[config.mk]
export PLATFORM = sky130hd
export DESIGN_NAME = mux8_rr_sched_flat
export DESIGN_NICKNAME = d
export VERILOG_FILES = /design/src/rtl/mux8_rr_sched_pkg.sv /design/src/rtl/mux8_rr_sched_if.sv /design/src/rtl/mux8_rr_sched_pick.sv /design/src/rtl/mux8_rr_sched.sv /design/src/flat_wrapper.sv
export SDC_FILE = /design/constraint.sdc
export NUM_CORES = 1
export LEC_CHECK = 0
export ABC_AREA = 1
export CAP_MARGIN = 20
export CORE_ASPECT_RATIO = 1.4
export CORE_UTILIZATION = 40
export CTS_BUF_LIST = sky130_fd_sc_hd__clkbuf_4 sky130_fd_sc_hd__clkbuf_8
export DETAILED_ROUTE_END_ITERATION = 8
export GPL_TIMING_DRIVEN = 0
export PLACE_DENSITY = 0.73
export SYNTH_ARGS = -nofsm -noshare
export SYNTH_HDL_FRONTEND = slang
export SYNTH_SLANG_ARGS = --single-unit
[constraint.sdc]
create_clock -name CLK -period 2.3 [get_ports CLK]
set_input_delay 0.23 -clock CLK [delete_from_list [all_inputs] [get_ports CLK]]
set_output_delay 0.23 -clock CLK [all_outputs]
set_load 0.02 [all_outputs]
[src/rtl/mux8_rr_sched_pkg.sv]
// rtl/mux8_rr_sched_pkg.sv - shared constants, FSM state type and one-hot helper for mux8_rr_sched
package mux8_sched_pkg;

    localparam int NREQ = 8;
    localparam int SELW = 3;
    localparam int DW   = 16;

    typedef enum logic {
        IDLE,
        XFER
    } state_t;

    // Grant / ack vector for a single requester index.
    function automatic logic [NREQ-1:0] onehot8(input logic [SELW-1:0] sel);
        return NREQ'(1) << sel;
    endfunction

endpackage

[src/rtl/mux8_rr_sched_if.sv]
// rtl/mux8_rr_sched_if.sv - request/mux/output handshake bundle between scheduler and its environment
interface mux8_rr_sched_if;
    import mux8_sched_pkg::*;

    logic [NREQ-1:0] REQ;
    logic [SELW-1:0] S;
    logic [DW-1:0]   Y;
    logic [NREQ-1:0] GNT;
    logic [NREQ-1:0] ACK;
    logic [DW-1:0]   DOUT;
    logic [SELW-1:0] DSRC;
    logic            DVLD;
    logic            RDY;

    modport master (
        input  REQ, Y, RDY,
        output S, GNT, ACK, DOUT, DSRC, DVLD
    );

    modport slave (
        output REQ, Y, RDY,
        input  S, GNT, ACK, DOUT, DSRC, DVLD
    );

endinterface

[src/rtl/mux8_rr_sched_pick.sv]
// rtl/mux8_rr_sched_pick.sv - combinational round-robin picker, first set request after ptr
module rr_pick8 (
    input  logic [7:0] req,
    input  logic [2:0] ptr,
    output logic       any,
    output logic [2:0] idx
);

    // Walk offsets from farthest to nearest so the nearest set bit after ptr wins.
    always_comb begin
        any = 1'b0;
        idx = 3'd0;
        for (int i = 8; i >= 1; i--) begin
            if (req[ptr + 3'(i)]) begin
                any = 1'b1;
                idx = ptr + 3'(i);
            end
        end
    end

endmodule

[src/rtl/mux8_rr_sched.sv]
// rtl/mux8_rr_sched.sv - round-robin burst scheduler for a shared 8x16 mux; MUX8_SCHED_PRI0_EN gives requester 0 strict priority
module mux8_rr_sched #(
    parameter int BURST = 4,
    parameter int DW    = 16
) (
    input  logic             CLK,
    input  logic             RST,
    mux8_rr_sched_if.master  bus
);
    import mux8_sched_pkg::*;

    localparam int CW = $clog2(BURST + 1);

    state_t          state, state_nx;
    logic [2:0]      ptr;
    logic [2:0]      sel_q;
    logic [7:0]      gnt_q;
    logic [CW-1:0]   cnt;
    logic [DW-1:0]   dout_q;
    logic [2:0]      dsrc_q;
    logic            dvld_q;

    logic            pick_any;
    logic [2:0]      pick_idx;
    logic            win_any;
    logic [2:0]      win_idx;
    logic            pri0_burst;
    logic            req_sel;
    logic            take;
    logic            last;
    logic            rel;

    rr_pick8 u_pick (
        .req (bus.REQ),
        .ptr (ptr),
        .any (pick_any),
        .idx (pick_idx)
    );

`ifdef MUX8_SCHED_PRI0_EN
    assign win_any    = bus.REQ[0] | pick_any;
    assign win_idx    = bus.REQ[0] ? 3'd0 : pick_idx;
    assign pri0_burst = (sel_q == 3'd0);
`else
    assign win_any    = pick_any;
    assign win_idx    = pick_idx;
    assign pri0_burst = 1'b0;
`endif

    // Transfer and release qualifiers for the current grant; ACK strobes in the same cycle.
    always_comb begin
        req_sel  = bus.REQ[sel_q];
        take     = (state == XFER) && req_sel && (!dvld_q || bus.RDY);
        last     = take && !pri0_burst && (cnt == CW'(BURST - 1));
        rel      = (state == XFER) && (last || !req_sel);
        bus.ACK  = take ? onehot8(sel_q) : 8'h00;
        state_nx = state;
        case (state)
            IDLE:    if (win_any) state_nx = XFER;
            XFER:    if (rel)     state_nx = IDLE;
            default: state_nx = IDLE;
        endcase
    end

    // FSM state register.
    always_ff @(posedge CLK or posedge RST) begin
        if (RST) state <= IDLE;
        else     state <= state_nx;
    end

    // Grant, select, burst counter and round-robin pointer.
    always_ff @(posedge CLK or posedge RST) begin
        if (RST) begin
            sel_q <= 3'd0;
            gnt_q <= 8'h00;
            cnt   <= '0;
            ptr   <= 3'd7;
        end else if (state == IDLE) begin
            if (win_any) begin
                sel_q <= win_idx;
                gnt_q <= onehot8(win_idx);
                cnt   <= '0;
            end
        end else begin
            if (take && !pri0_burst) cnt <= cnt + 1'b1;
            if (rel) begin
                gnt_q <= 8'h00;
                if (!pri0_burst) ptr <= sel_q;
            end
        end
    end

    // Registered output stage; the held word survives until the consumer takes it.
    always_ff @(posedge CLK or posedge RST) begin
        if (RST) begin
            dout_q <= '0;
            dsrc_q <= 3'd0;
            dvld_q <= 1'b0;
        end else if (take) begin
            dout_q <= bus.Y;
            dsrc_q <= sel_q;
            dvld_q <= 1'b1;
        end else if (dvld_q && bus.RDY) begin
            dvld_q <= 1'b0;
        end
    end

    assign bus.S    = sel_q;
    assign bus.GNT  = gnt_q;
    assign bus.DOUT = dout_q;
    assign bus.DSRC = dsrc_q;
    assign bus.DVLD = dvld_q;

endmodule

[src/flat_wrapper.sv]
// flat-port wrapper written by rule: the top's interface ports become plain ports
module mux8_rr_sched_flat import mux8_sched_pkg::*;
#(
    parameter int BURST = 4,
    parameter int DW    = 16
)
  (CLK, RST, bus_REQ, bus_Y, bus_RDY, bus_S, bus_GNT, bus_ACK, bus_DOUT, bus_DSRC, bus_DVLD);
  mux8_rr_sched_if bus_i ();
  input  logic CLK;
  input  logic RST;
  input wire logic [$bits(bus_i.REQ)-1:0] bus_REQ;
  input wire logic [$bits(bus_i.Y)-1:0] bus_Y;
  input wire logic [$bits(bus_i.RDY)-1:0] bus_RDY;
  output wire logic [$bits(bus_i.S)-1:0] bus_S;
  output wire logic [$bits(bus_i.GNT)-1:0] bus_GNT;
  output wire logic [$bits(bus_i.ACK)-1:0] bus_ACK;
  output wire logic [$bits(bus_i.DOUT)-1:0] bus_DOUT;
  output wire logic [$bits(bus_i.DSRC)-1:0] bus_DSRC;
  output wire logic [$bits(bus_i.DVLD)-1:0] bus_DVLD;
  assign bus_i.REQ = bus_REQ;
  assign bus_i.Y = bus_Y;
  assign bus_i.RDY = bus_RDY;
  assign bus_S = bus_i.S;
  assign bus_GNT = bus_i.GNT;
  assign bus_ACK = bus_i.ACK;
  assign bus_DOUT = bus_i.DOUT;
  assign bus_DSRC = bus_i.DSRC;
  assign bus_DVLD = bus_i.DVLD;
  mux8_rr_sched #(.BURST(BURST), .DW(DW)) u_core (.CLK(CLK), .RST(RST), .bus(bus_i));
endmodule
Yosys cells after proc, flatten, opt, wreduce, memory -nomap -nowiden:

Cells that the tools add are included.

* flip-flop bits (word level): 38
* word-level logic and storage cells: 92
* bits of input ports: 27
* output and inout bits: 39

* bitwise operators: 1
* shift-type cells: 2
* order comparisons: 9
* multiplexer cells: 46
* eq/ne operators: 3
* $add $sub $neg: 8
* reductions and logical operators: 15

Operator list (number)
* less-than comparator 3 x 4 -> 1 bit (second input constant): 9
* 2-to-1 mux 3 bit: 11
* 2-to-1 mux 8 bit: 4
* binary-select mux 1 bit (select 3 bit): 9
* 2-to-1 mux 1 bit: 21
* << shifter 1 x 3 -> 8 bit (first input constant): 2
* adder 3 bit (second input constant): 4
* AND reduction 2 bit: 4
* adder 3 x 1 -> 3 bit (second input constant): 2
* adder 3 x 2 -> 3 bit (second input constant): 2
* logical AND 1 bit: 5
* inequality test 2 bit (second input constant): 2
* nonzero test 2 bit: 2
* equality test 3 x 2 -> 1 bit (second input constant): 1
* logical NOT 1 bit: 2
* logical OR 1 bit: 2
* case mux 1 bit (2 select lines): 1
* inverter 1 bit: 1

Logic depth before layout (Yosys ltp):

Gate-level depths: netlist of run 1.

* depth after elaboration: 13
* depth in mapped cells: 18
* gate-level depth less buffers: 16

Cells and area by module:

A second synthesis of run 1 with hierarchy kept.

* cells, all modules: 328
* area, all modules: 2347.3 sq um

Modules (own cells, without submodules)
* mux8_rr_sched: cells each 205, times used 1, area an instance 1680.4 sq um, sequential area each 954.7 sq um
* rr_pick8: cells each 123, times used 1, area an instance 666.9 sq um, sequential area each 0.0 sq um

Worst setup path after synthesis of run 1:

OpenSTA, ideal clock, no wires.

* path type: reg2reg
* start point: register u_core.ptr[1]
* end point: register u_core.gnt_q[2] (netlist: u_core.bus.GNT[2])
* data arrival time: 2.162 ns
* setup slack: 0.020 ns
* cell stages (with the launch flop): 16
* clock period less this slack: 2.280 ns
* path through: dfstp_2 > buf_6 > inv_6 > ha_1 > buf_2 > inv_2 > nand3_1 > nand3_1 > nand2_2 > inv_2 > nand4_2 > o21ai_4 > inv_2 > nand2_4 > nand3b_1 > nand2_1

* longest elaborated chain between the ends: 13

Ends and longest elaborated chain
* start: declaration: line mux8_rr_sched.sv:15 `logic [2:0] ptr;`
* start signal: assignment: line mux8_rr_sched.sv:88 `if (!pri0_burst) ptr <= sel_q;`
* adder 3 bit / binary-select mux 1 bit (select 3 bit) (equally long branches): line mux8_rr_sched_pick.sv:14, mux8_rr_sched_pick.sv:16
* binary-select mux 1 bit (select 3 bit) / 2-to-1 mux 1 bit (equally long branches): line mux8_rr_sched_pick.sv:14 `if (req[ptr + 3'(i)]) begin`
* 2-to-1 mux 1 bit (implied by the code) / 2-to-1 mux 3 bit (equally long branches): line mux8_rr_sched_pick.sv:14
* 2-to-1 mux 3 bit (7 in a row): line mux8_rr_sched_pick.sv:14
* << shifter 1 x 3 -> 8 bit: line mux8_rr_sched_pkg.sv:15 `return NREQ'(1) << sel;`
* 2-to-1 mux 8 bit: line mux8_rr_sched.sv:79 `if (win_any) begin`
* 2-to-1 mux 8 bit: line mux8_rr_sched.sv:78 `end else if (state == IDLE) begin`
* end signal: assignment: line mux8_rr_sched.sv:81 `gnt_q <= onehot8(win_idx);`
* end: declaration: line mux8_rr_sched.sv:17 `logic [7:0] gnt_q;`

Several ways; a longest one is shown, not always the timed one. The select of a mux whose other input is x is not followed.
A chain may end at the register's enable or synchronous reset.

Worst setup path after layout of run 1:

* start point: register u_core.ptr[1]
* end point: register u_core.gnt_q[3] (netlist: u_core.bus.GNT[3])

The elaborated chain is that of the path after synthesis.

==> results of run 1 <==
==> what timing repair did <==
action                                  CTS  global route
endpoints found under the setup margin   23            20
gates resized for setup                  64            40
setup buffers                            11             2
pin swaps                                 5            10
==> how the worst min path moves through the flow <==
stage	to	slack, ns	depth (start not counted)
floorplan	u_core.bus.DOUT[0]	0.34	2
global placement	u_core.bus.DOUT[1]	0.46	2
detailed placement	u_core.bus.DOUT[3]	0.46	2
CTS	u_core.bus.DOUT[4]	0.42	2
global route	u_core.bus.DOUT[5]	0.48	2
finish	u_core.bus.DOUT[15]	0.39	2
==> registers in the layout, indices dropped and copies added, names as in the netlist <==
signal and count:
u_core.bus.DOUT 16, u_core.ptr 3, u_core.bus.DVLD 1, u_core.cnt 3, u_core.state 1, u_core.bus.DSRC 3, u_core.bus.GNT 8, u_core.bus.S 3
==> kinds of logic after synthesis <==
| family | synth area share |
|---|---|
| xor gates and xnor gates | 0.0179 |
| AOI/OAI and AO/OA | 0.0715 |
| and+or+nand+nor | 0.410 |
| adders and majority gates | 0.0210 |
| DFF | 0.401 |
| buffers and inverters | 0.0783 |
==> metal layers <==
metal,GRT usage,vias to the layer above
met5,0,-
met4,0.0922,0
met3,0.0402,24
met2,0.376,82
met1,0.238,1142
li1,-,1174
==> worst reg2reg max path: stages, from the launching register on <==
cell and delay, ns:
dfstp_2 0.56, buf_8 0.12, inv_8 0.05, ha_4 0.34, inv_8 0.07, nand3_4 0.10, nand3_4 0.09, buf_6 0.13
nand2_2 0.05, inv_1 0.05, nand2_1 0.06, nand2_1 0.05, nand2_1 0.06, nand2_1 0.06, nand2_2 0.11, nand2_4 0.08
nand3b_1 0.17, nand2_1 0.07
==> per-stage QoR <==
step | instance area (um^2) | hold slack, ns | worst slack, ns | TNS [ns] | instances
final | 3600 | 0.393 | 0.0254 | 0 | 468
after global routing | 3600 | 0.481 | -0.0886 | -0.817 | 468
after CTS | 3410 | 0.417 | 0.0143 | 0 | 467
after detailed placement | 3120 | 0.464 | -0.444 | -6.30 | 448
after global placement | 3120 | 0.462 | -0.448 | -5.87 | 448
after floorplan | 2380 | 0.340 | 0.0204 | 0 | 315
==> cell type report <==
cell class / count / area [um^2] / area share
multi-input combinational: 237 / 1520 / 0.422
tap: 68 / 85.1 / 0.0236
clock buffer: 5 / 68.8 / 0.0191
timing repair buffer: 78 / 721 / 0.200
clock inverter: 3 / 45.0 / 0.0125
buffer: 8 / 70.1 / 0.0194
sequential: 38 / 956 / 0.265
inverter: 31 / 136 / 0.0378
==> cells in the final DEF (no fill, tap or decap), types with 8 or more instances in the layout <==
| master | count |
|---|---|
| nand3_4 | 9 |
| nand2_2 | 19 |
| buf_2 | 8 |
| buf_4 | 14 |
| inv_2 | 10 |
| nand2_4 | 9 |
| clkdlybuf4s50_1 | 57 |
| nor2_1 | 12 |
| inv_1 | 17 |
| dfrtp_1 | 34 |
| nand3_1 | 22 |
| o21ai_0 | 8 |
| nand2_1 | 105 |
| nand3_2 | 16 |
==> results.md, run 1 <==
- Mapped Area: 0.00238 mm^2
- Vias in the first global route: 2,368
- Worst rel slew slack: 0.487
- Die Span Y: 93.3 um
- Critical Path Sink: u_core.bus.GNT[3]
- Initial Utilization: 0.425
- CP most frequent cell: nand2_1
- Req. time, crit path: 2.53 ns
- Yosys top cell area share: 0.368
- CP endpoint kind: register
- CP startpoint kind: register
- H-tree depth: 2
- # rows: 32
- Critical path class: reg2reg
- Synth unique cells: 34
- Most common cell in the synthesized netlist: nand2_1
- Reg2Reg Setup Slack: 0.03 ns
- Met1 Wirelength: 2470 um
- FF-to-FF path depth: 17
- Commonest cells post-synth: nand2_1 (114), dfrtp_1 (35), nand3_1 (34)
- Number of synthesis warnings: 0
- CTS tree: built
- Syn_area_per_cell: 7.55 um^2
- Clk sinks: 38
- Worst Max-Slew Pin Slew: 0.768 ns
- Gr usage total: 0.212
- DP HPWL: 4370 um
- DR WL met3: 360 um
- First-pass GRT wire length: 10,200 um
- Ys flop type: dfrtp_1
- Vias post-DR: 2,422
- Fin nets: 430
- Core area: 0.00561 mm^2
- Die area: 0.00627 mm^2
- Fmax: 440 MHz
- Post-synth top area cell: dfrtp_1
- IO Port Bufs: 65
- DRC violations left: 0
- Root buf cell: clkbuf_8
- Arr. time, crit path: 2.51 ns
- Syn_nets: 346
- Status: completed
- Met2 WL: 3550 um
- Overflow after GRT: 0
- Worst path max stage delay: 0.56 ns
- Initial antenna violation count: 0
- Drt total wl: 6610 um
- EDFF count, synth: 0
- Synth area leaders: dfrtp_1 (37%), nand2_1 (18%), nand3_1 (7.2%)
- RR Startpoint: u_core.ptr[1]
- Worst min path class: in2async
- Slowest library cell on the worst path: dfstp_2
- Share of post-route cells with drive strength above 1: 0.305
- Number of hold buffers added after CTS: 0
- Fin crit share: 0.989
- Worst clock skew: 0.00682 ns
- GPL Wtd Cong: 0.902
- Final Hold Viols: 0
- Levels on crit path: 17
- Asr flop ratio synth: 1.00
- Clock Latency Late Sink: 0.29 ns
- # fillers: 458
- # IOs: 66
- Vias per Instance: 5.18
- Minimum clock period: 2.27 ns
- Register area share after synthesis: 0.401
- Iter 0 DRT Violations: 104
- Number of CTS-inserted buffers: 5
- Unrepaired setup endpoints after global routing: true
- Largest net degree at the start of global routing: 39
- Synthesized flop and latch total: 38
- DR pass1 iterations: 4
- Area Growth Syn to Fin: 51.4%
- CTS Buffer Depth: 2
- Worst path buffer plus inverter count: 5
- Worst Path Max Fanout: 7
- Critical Path, Cell by Cell: buf_8, inv_8, ha_4, inv_8, nand3_4, nand3_4, buf_6, nand2_2, inv_1, nand2_1, nand2_1, nand2_1, nand2_1, nand2_2, nand2_4, nand3b_1, nand2_1
- Max Slew Vio Count: 0
- Origin of the worst setup path: u_core.ptr[1]
- Final core occ: 0.643
- Worst r2r dst: u_core.bus.GNT[3]
- Final setup viols: 0
- Family with the most delay on the worst path: simple AND/OR/NAND/NOR gates
- # diodes: 0
- Clk slew on worst S/H paths: 0.08 ns
- Die width: 67.2 um
- Maxcap violations: 0
- DR top layer: met4
- ANT nets after route: 0
- WL/cell: 14.1 um
- Gate Count Post-Synth: 315
Power of run 1 is left out: the tool's default activity adds up to more than one toggle a clock period on the data nets, which glitch-free logic cannot reach.
==> inputs of run 2 (changes only) <==
--- a/config.mk
+++ b/config.mk
@@ -12,7 +12,7 @@
 export CTS_BUF_LIST = sky130_fd_sc_hd__clkbuf_4 sky130_fd_sc_hd__clkbuf_8
 export DETAILED_ROUTE_END_ITERATION = 8
 export GPL_TIMING_DRIVEN = 0
-export PLACE_DENSITY = 0.73
+export PLACE_DENSITY = 0.71
 export SYNTH_ARGS = -nofsm -noshare
 export SYNTH_HDL_FRONTEND = slang
 export SYNTH_SLANG_ARGS = --single-unit
==> results.md, run 2 (same netlist as run 1, synthesis figures left out) <==
- Vias per Instance: 5.08 (was 5.18)
- Worst path buffer plus inverter count: 4 (was 5)
- DRC violations left: 0 (unchanged)
- Drt total wl: 6390 um (was 6610 um)
- Core area: 0.00561 mm^2 (unchanged)
- Minimum clock period: 2.32 ns (was 2.27 ns)
- Family with the most delay on the worst path: simple AND/OR/NAND/NOR gates (unchanged)
- Origin of the worst setup path: u_core.ptr[1] (unchanged)
- Final setup viols: 4 (was 0)
- Largest net degree at the start of global routing: 39 (unchanged)
- CTS tree: built (unchanged)
- FF-to-FF path depth: 13 (was 17)
- CP endpoint kind: register (unchanged)
- Failing checks: setup timing
- Max Slew Vio Count: 0 (unchanged)
- Final Hold Viols: 0 (unchanged)
- Number of CTS-inserted buffers: 5 (unchanged)
- CP startpoint kind: register (unchanged)
- Critical path class: reg2reg (unchanged)
- Req. time, crit path: 2.48 ns (was 2.53 ns)
- Fin crit share: 1.01 (was 0.989)
- Reg2Reg Setup Slack: -0.02 ns (was 0.03 ns)
- Worst r2r dst: u_core.bus.GNT[5] (was u_core.bus.GNT[3])
- Die area: 0.00627 mm^2 (unchanged)
- Area Growth Syn to Fin: 47.5% (was 51.4%)
- IO Port Bufs: 65 (unchanged)
- Setup TNS: -0.0381 ns (was 0 ns)
- Arr. time, crit path: 2.50 ns (was 2.51 ns)
- Clk sinks: 38 (unchanged)
- Largest register FFs: 16 (unchanged)
- Final WS setup: -0.0162 ns (was 0.0254 ns)
- Fin nets: 431 (was 430)
- # IOs: 66 (unchanged)
- # diodes: 0 (unchanged)
- Status: finished with violations (was completed)
- Share of post-route cells with drive strength above 1: 0.297 (was 0.305)
- Vias in the first global route: 2,389 (was 2,368)
- Inst Count DP: 448 (unchanged)
- Number of hold buffers added after CTS: 0 (unchanged)
- Unrepaired setup endpoints after global routing: true (unchanged)
- GPL Wtd Cong: 0.893 (was 0.902)
- Initial Utilization: 0.425 (unchanged)
- Most frequent cells in the layout: nand2_1 (109), clkdlybuf4s50_1 (57), dfrtp_1 (34), nand3_1 (23), buf_4 (20) (was nand2_1 (105), clkdlybuf4s50_1 (57), dfrtp_1 (34), nand3_1 (22), nand2_2 (19))
- Worst clock skew: 0.00687 ns (was 0.00682 ns)
- Die Span Y: 93.3 um (unchanged)
- Iter 0 DRT Violations: 109 (was 104)
- Worst Path Max Fanout: 7 (unchanged)
- # rows: 32 (unchanged)
- Worst path max stage delay: 0.55 ns (was 0.56 ns)
- CTS Buffer Depth: 2 (unchanged)
- Worst rel slew slack: 0.481 (was 0.487)
- Slowest library cell on the worst path: dfstp_2 (unchanged)
- Clk slew on worst S/H paths: 0.08 ns (about the same)
- Maxcap violations: 0 (unchanged)
- Clock Latency Late Sink: 0.29 ns (about the same)
- First-pass GRT wire length: 10,900 um (was 10,200 um)
- DR pass1 iterations: 4 (unchanged)
- Overflow after GRT: 0 (unchanged)
- RR Startpoint: u_core.ptr[1] (unchanged)
- Gr usage total: 0.226 (was 0.212)
- DP HPWL: 4430 um (was 4370 um)
- Critical Path, Cell by Cell: buf_8, inv_8, ha_4, nand3_1, nand3_2, nand2_2, inv_2, nand4_4, o21ai_4, buf_4, nor2_4, nand4_1, nand2_1 (was buf_8, inv_8, ha_4, inv_8, nand3_4, nand3_4, buf_6, nand2_2, inv_1, nand2_1, nand2_1, nand2_1, nand2_1, nand2_2, nand2_4, nand3b_1, nand2_1)
- ANT nets after route: 0 (unchanged)
- WL/cell: 13.6 um (was 14.1 um)
- Die width: 67.2 um (unchanged)
- Fmax: 432 MHz (was 440 MHz)
- Root buf cell: clkbuf_8 (unchanged)
- Vias post-DR: 2,383 (was 2,422)
- Layout Cells excl Fill: 469 (was 468)
- Commonest non-fill, non-tap cell in the layout: nand2_1 (unchanged)
- H-tree depth: 2 (unchanged)
- Initial antenna violation count: 0 (unchanged)
- Worst Max-Slew Pin Slew: 0.777 ns (was 0.768 ns)
- Worst min path class: in2async (unchanged)
run 2: cell count changes in the layout (fill, tap and decap cells not counted), moves of 3 or more:
cell	before	now
buf_2	8	4
buf_4	14	20
nand2_1	105	109
nand2_4	9	5
nand3_2	16	19
nand3_4	9	5
nor2_1	12	9
nor2_2	0	3
run 2: worst max path at each step:
| stage | cells after the start | endpoint |
|---|---|---|
| after floorplan | 15 | u_core.bus.GNT[2] |
| after global placement | 11 | bus_ACK[7] |
| after detailed placement | 11 | bus_ACK[7] |
| after CTS | 14 | u_core.bus.GNT[2] |
| after global routing | 13 | u_core.bus.GNT[3] |
| final | 13 | u_core.bus.GNT[5] |
run 2: layout make-up:
cell class,instances,area (um^2)
Timing Repair Buffer,79,731
Buffer,8,73.8
Inverter,31,134
Clock inverter,3,40.0
Sequential cell,38,956
Multi-Input combinational cell,237,1420
Fill cell,504,2090
Clock buffer,5,68.8
Tap cell,68,85.1
run 2: timing repair:
item	4_1_cts	5_1_grt
gates resized for setup	70	21
pin swaps	6	9
buffers inserted	9	5
setup endpoints to repair	23	23
gates cloned	0	0
run 2: routing by layer:
metal	track usage	wire length [um]	vias up
met2	0.391	3450	63
met1	0.272	2500	1129
li1	-	-	1176
met5	0	0	-
met3	0.0366	264	15
met4	0.0851	179	0
run 2: metrics by stage:
step           cell area, um^2  setup WS (ns)  utilization  hold WS (ns)
2_1_floorplan             2380         0.0204            -         0.340
3_3_place_gp              3120         -0.410        0.556         0.461
3_5_place_dp              3120         -0.409        0.556         0.468
4_1_cts                   3410       0.000304        0.609         0.415
5_1_grt                   3510         -0.136        0.626         0.474
6_report                  3510        -0.0162        0.626         0.398
Power of run 2 is left out for the same reason.
==> inputs of run 3 (changes only) <==
--- a/config.mk
+++ b/config.mk
@@ -9,7 +9,7 @@
 export CAP_MARGIN = 20
 export CORE_ASPECT_RATIO = 1.4
 export CORE_UTILIZATION = 40
-export CTS_BUF_LIST = sky130_fd_sc_hd__clkbuf_4 sky130_fd_sc_hd__clkbuf_8
+export CTS_BUF_LIST = sky130_fd_sc_hd__clkbuf_4
 export DETAILED_ROUTE_END_ITERATION = 8
 export GPL_TIMING_DRIVEN = 0
 export PLACE_DENSITY = 0.71
==> results.md, run 3 (same netlist as run 1, synthesis figures left out) <==
- Status: finished with violations (unchanged)
- Failing checks: setup timing (unchanged)
- Gr usage total: 0.226 (about the same)
- DR pass1 iterations: 4 (unchanged)
- WL/cell: 14.3 um (was 13.6 um)
- # rows: 32 (unchanged)
- Clk slew on worst S/H paths: 0.12 ns (was 0.08 ns)
- Final Hold Viols: 0 (unchanged)
- Worst r2r dst: u_core.bus.GNT[5] (unchanged)
- Initial antenna violation count: 0 (unchanged)
- Share of post-route cells with drive strength above 1: 0.350 (was 0.297)
- Worst path max stage delay: 0.57 ns (was 0.55 ns)
- Reg2Reg Setup Slack: -0.005 ns (was -0.02 ns)
- Vias post-DR: 2,447 (was 2,383)
- Fin nets: 438 (was 431)
- Most frequent cells in the layout: nand2_1 (105), clkdlybuf4s50_1 (57), dfrtp_1 (34), nand3_2 (21), buf_4 (20) (was nand2_1 (109), clkdlybuf4s50_1 (57), dfrtp_1 (34), nand3_1 (23), buf_4 (20))
- Minimum clock period: 2.31 ns (was 2.32 ns)
- H-tree depth: 2 (unchanged)
- Die area: 0.00627 mm^2 (unchanged)
- Iter 0 DRT Violations: 97 (was 109)
- Fin Hold WS: 0.326 ns (was 0.398 ns)
- DRC violations left: 0 (unchanged)
- DP HPWL: 4430 um (unchanged)
- Final setup viols: 2 (was 4)
- Clk sinks: 38 (unchanged)
- Worst clock skew: 0.00881 ns (was 0.00687 ns)
- CP startpoint kind: register (unchanged)
- Root buf cell: clkbuf_4 (was clkbuf_8)
- Vias per Instance: 5.14 (was 5.08)
- Initial Utilization: 0.425 (unchanged)
- Number of CTS-inserted buffers: 5 (unchanged)
- Final core occ: 0.671 (was 0.626)
- Worst Path Max Fanout: 7 (unchanged)
- Commonest non-fill, non-tap cell in the layout: nand2_1 (unchanged)
- ANT nets after route: 0 (unchanged)
- # fillers: 446 (was 504)
- Final WS setup: -0.00520 ns (was -0.0162 ns)
- Critical Path, Cell by Cell: buf_8, inv_8, ha_4, inv_8, nand3_4, nand3_4, nand2_4, inv_2, nand4_4, o21ai_4, buf_4, nor2_4, nand4_1, nand2_1 (was buf_8, inv_8, ha_4, nand3_1, nand3_2, nand2_2, inv_2, nand4_4, o21ai_4, buf_4, nor2_4, nand4_1, nand2_1)
- Vias in the first global route: 2,358 (was 2,389)
- Core area: 0.00561 mm^2 (unchanged)
- Maxcap violations: 0 (unchanged)
- # diodes: 0 (unchanged)
- FF-to-FF path depth: 14 (was 13)
- Critical path class: reg2reg (unchanged)
- Arr. time, crit path: 2.56 ns (was 2.50 ns)
- Worst min path class: in2async (unchanged)
- Slowest library cell on the worst path: dfstp_2 (unchanged)
- GPL Wtd Cong: 0.893 (unchanged)
- Die Span Y: 93.3 um (unchanged)
- Unrepaired setup endpoints after global routing: true (unchanged)
- CP endpoint kind: register (unchanged)
- Number of hold buffers added after CTS: 0 (unchanged)
- Max Slew Vio Count: 0 (unchanged)
- First-pass GRT wire length: 10,800 um (was 10,900 um)
- CTS tree: built (unchanged)
- Req. time, crit path: 2.56 ns (was 2.48 ns)
- RR Startpoint: u_core.ptr[1] (unchanged)
- Worst Max-Slew Pin Slew: 0.778 ns (was 0.777 ns)
- CTS Buffer Depth: 2 (unchanged)
- Largest register FFs: 16 (unchanged)
- Die width: 67.2 um (unchanged)
- Area Growth Syn to Fin: 58.0% (was 47.5%)
- Fmax: 434 MHz (was 432 MHz)
- Clock Latency Late Sink: 0.35 ns (was 0.29 ns)
- Largest net degree at the start of global routing: 39 (unchanged)
- Worst rel slew slack: 0.481 (about the same)
- Fin crit share: 1.00 (was 1.01)
- # IOs: 66 (unchanged)
- IO Port Bufs: 65 (unchanged)
- Overflow after GRT: 0 (unchanged)
- Drt total wl: 6800 um (was 6390 um)
==> run 3: worst max-delay path by stage <==
stage	slack [ns]	endpoint	start
2_1_floorplan	0.02	u_core.bus.GNT[2]	u_core.ptr[1]
3_3_place_gp	-0.41	bus_ACK[7]	u_core.bus.S[0]
3_5_place_dp	-0.41	bus_ACK[7]	u_core.bus.S[0]
4_1_cts	0.002	bus_ACK[6]	u_core.bus.S[1]
5_1_grt	-0.13	u_core.bus.GNT[3]	u_core.ptr[1]
6_report	-0.005	u_core.bus.GNT[5]	u_core.ptr[1]
==> run 3: area by class of cell <==
| class | instances | area (um^2) | area share |
|---|---|---|---|
| multi-input combinational | 237 | 1610 | 0.427 |
| buffer | 8 | 73.8 | 0.0196 |
| inverter | 31 | 139 | 0.0369 |
| sequential | 38 | 956 | 0.254 |
| timing repair buffer | 86 | 822 | 0.219 |
| clock buffer | 5 | 37.5 | 0.00998 |
| clock inverter | 3 | 40.0 | 0.0106 |
| tap | 68 | 85.1 | 0.0226 |
==> run 3: per-layer routing <==
| metal | up-vias | global-route usage | routed length [um] |
|---|---|---|---|
| met3 | 21 | 0.0402 | 336 |
| met4 | 0 | 0.0975 | 225 |
| met5 | - | 0 | 0 |
| met2 | 80 | 0.385 | 3600 |
| met1 | 1152 | 0.271 | 2630 |
| li1 | 1194 | - | - |
==> run 3: critical path: cells and delay by family, from the launching register on <==
kind                     cells  cell delay, ns
flip-flops                   1            0.57
buffers and inverters        5            0.54
AND/OR/NAND/NOR              7            0.59
AO/OA/AOI/OAI                1            0.22
adder cells (fa/ha/maj)      1            0.30
==> run 3: timing repair <==
item                                    CTS  global route
setup buffers                            10            12
endpoints found under the setup margin   23            23
resized for setup                        76            65
pin swaps                                 6            18
==> run 3: stage by stage <==
step                      worst slack [ns]  TNS [ns]  area, um^2  instances
after floorplan                     0.0204         0        2380        315
after global placement              -0.410     -5.92        3120        448
after detailed placement            -0.409     -5.94        3120        448
after CTS                          0.00232         0        3410        466
after global routing                -0.129     -1.70        3760        476
final                             -0.00520  -0.00901        3760        476
Power of run 3 is left out for the same reason.
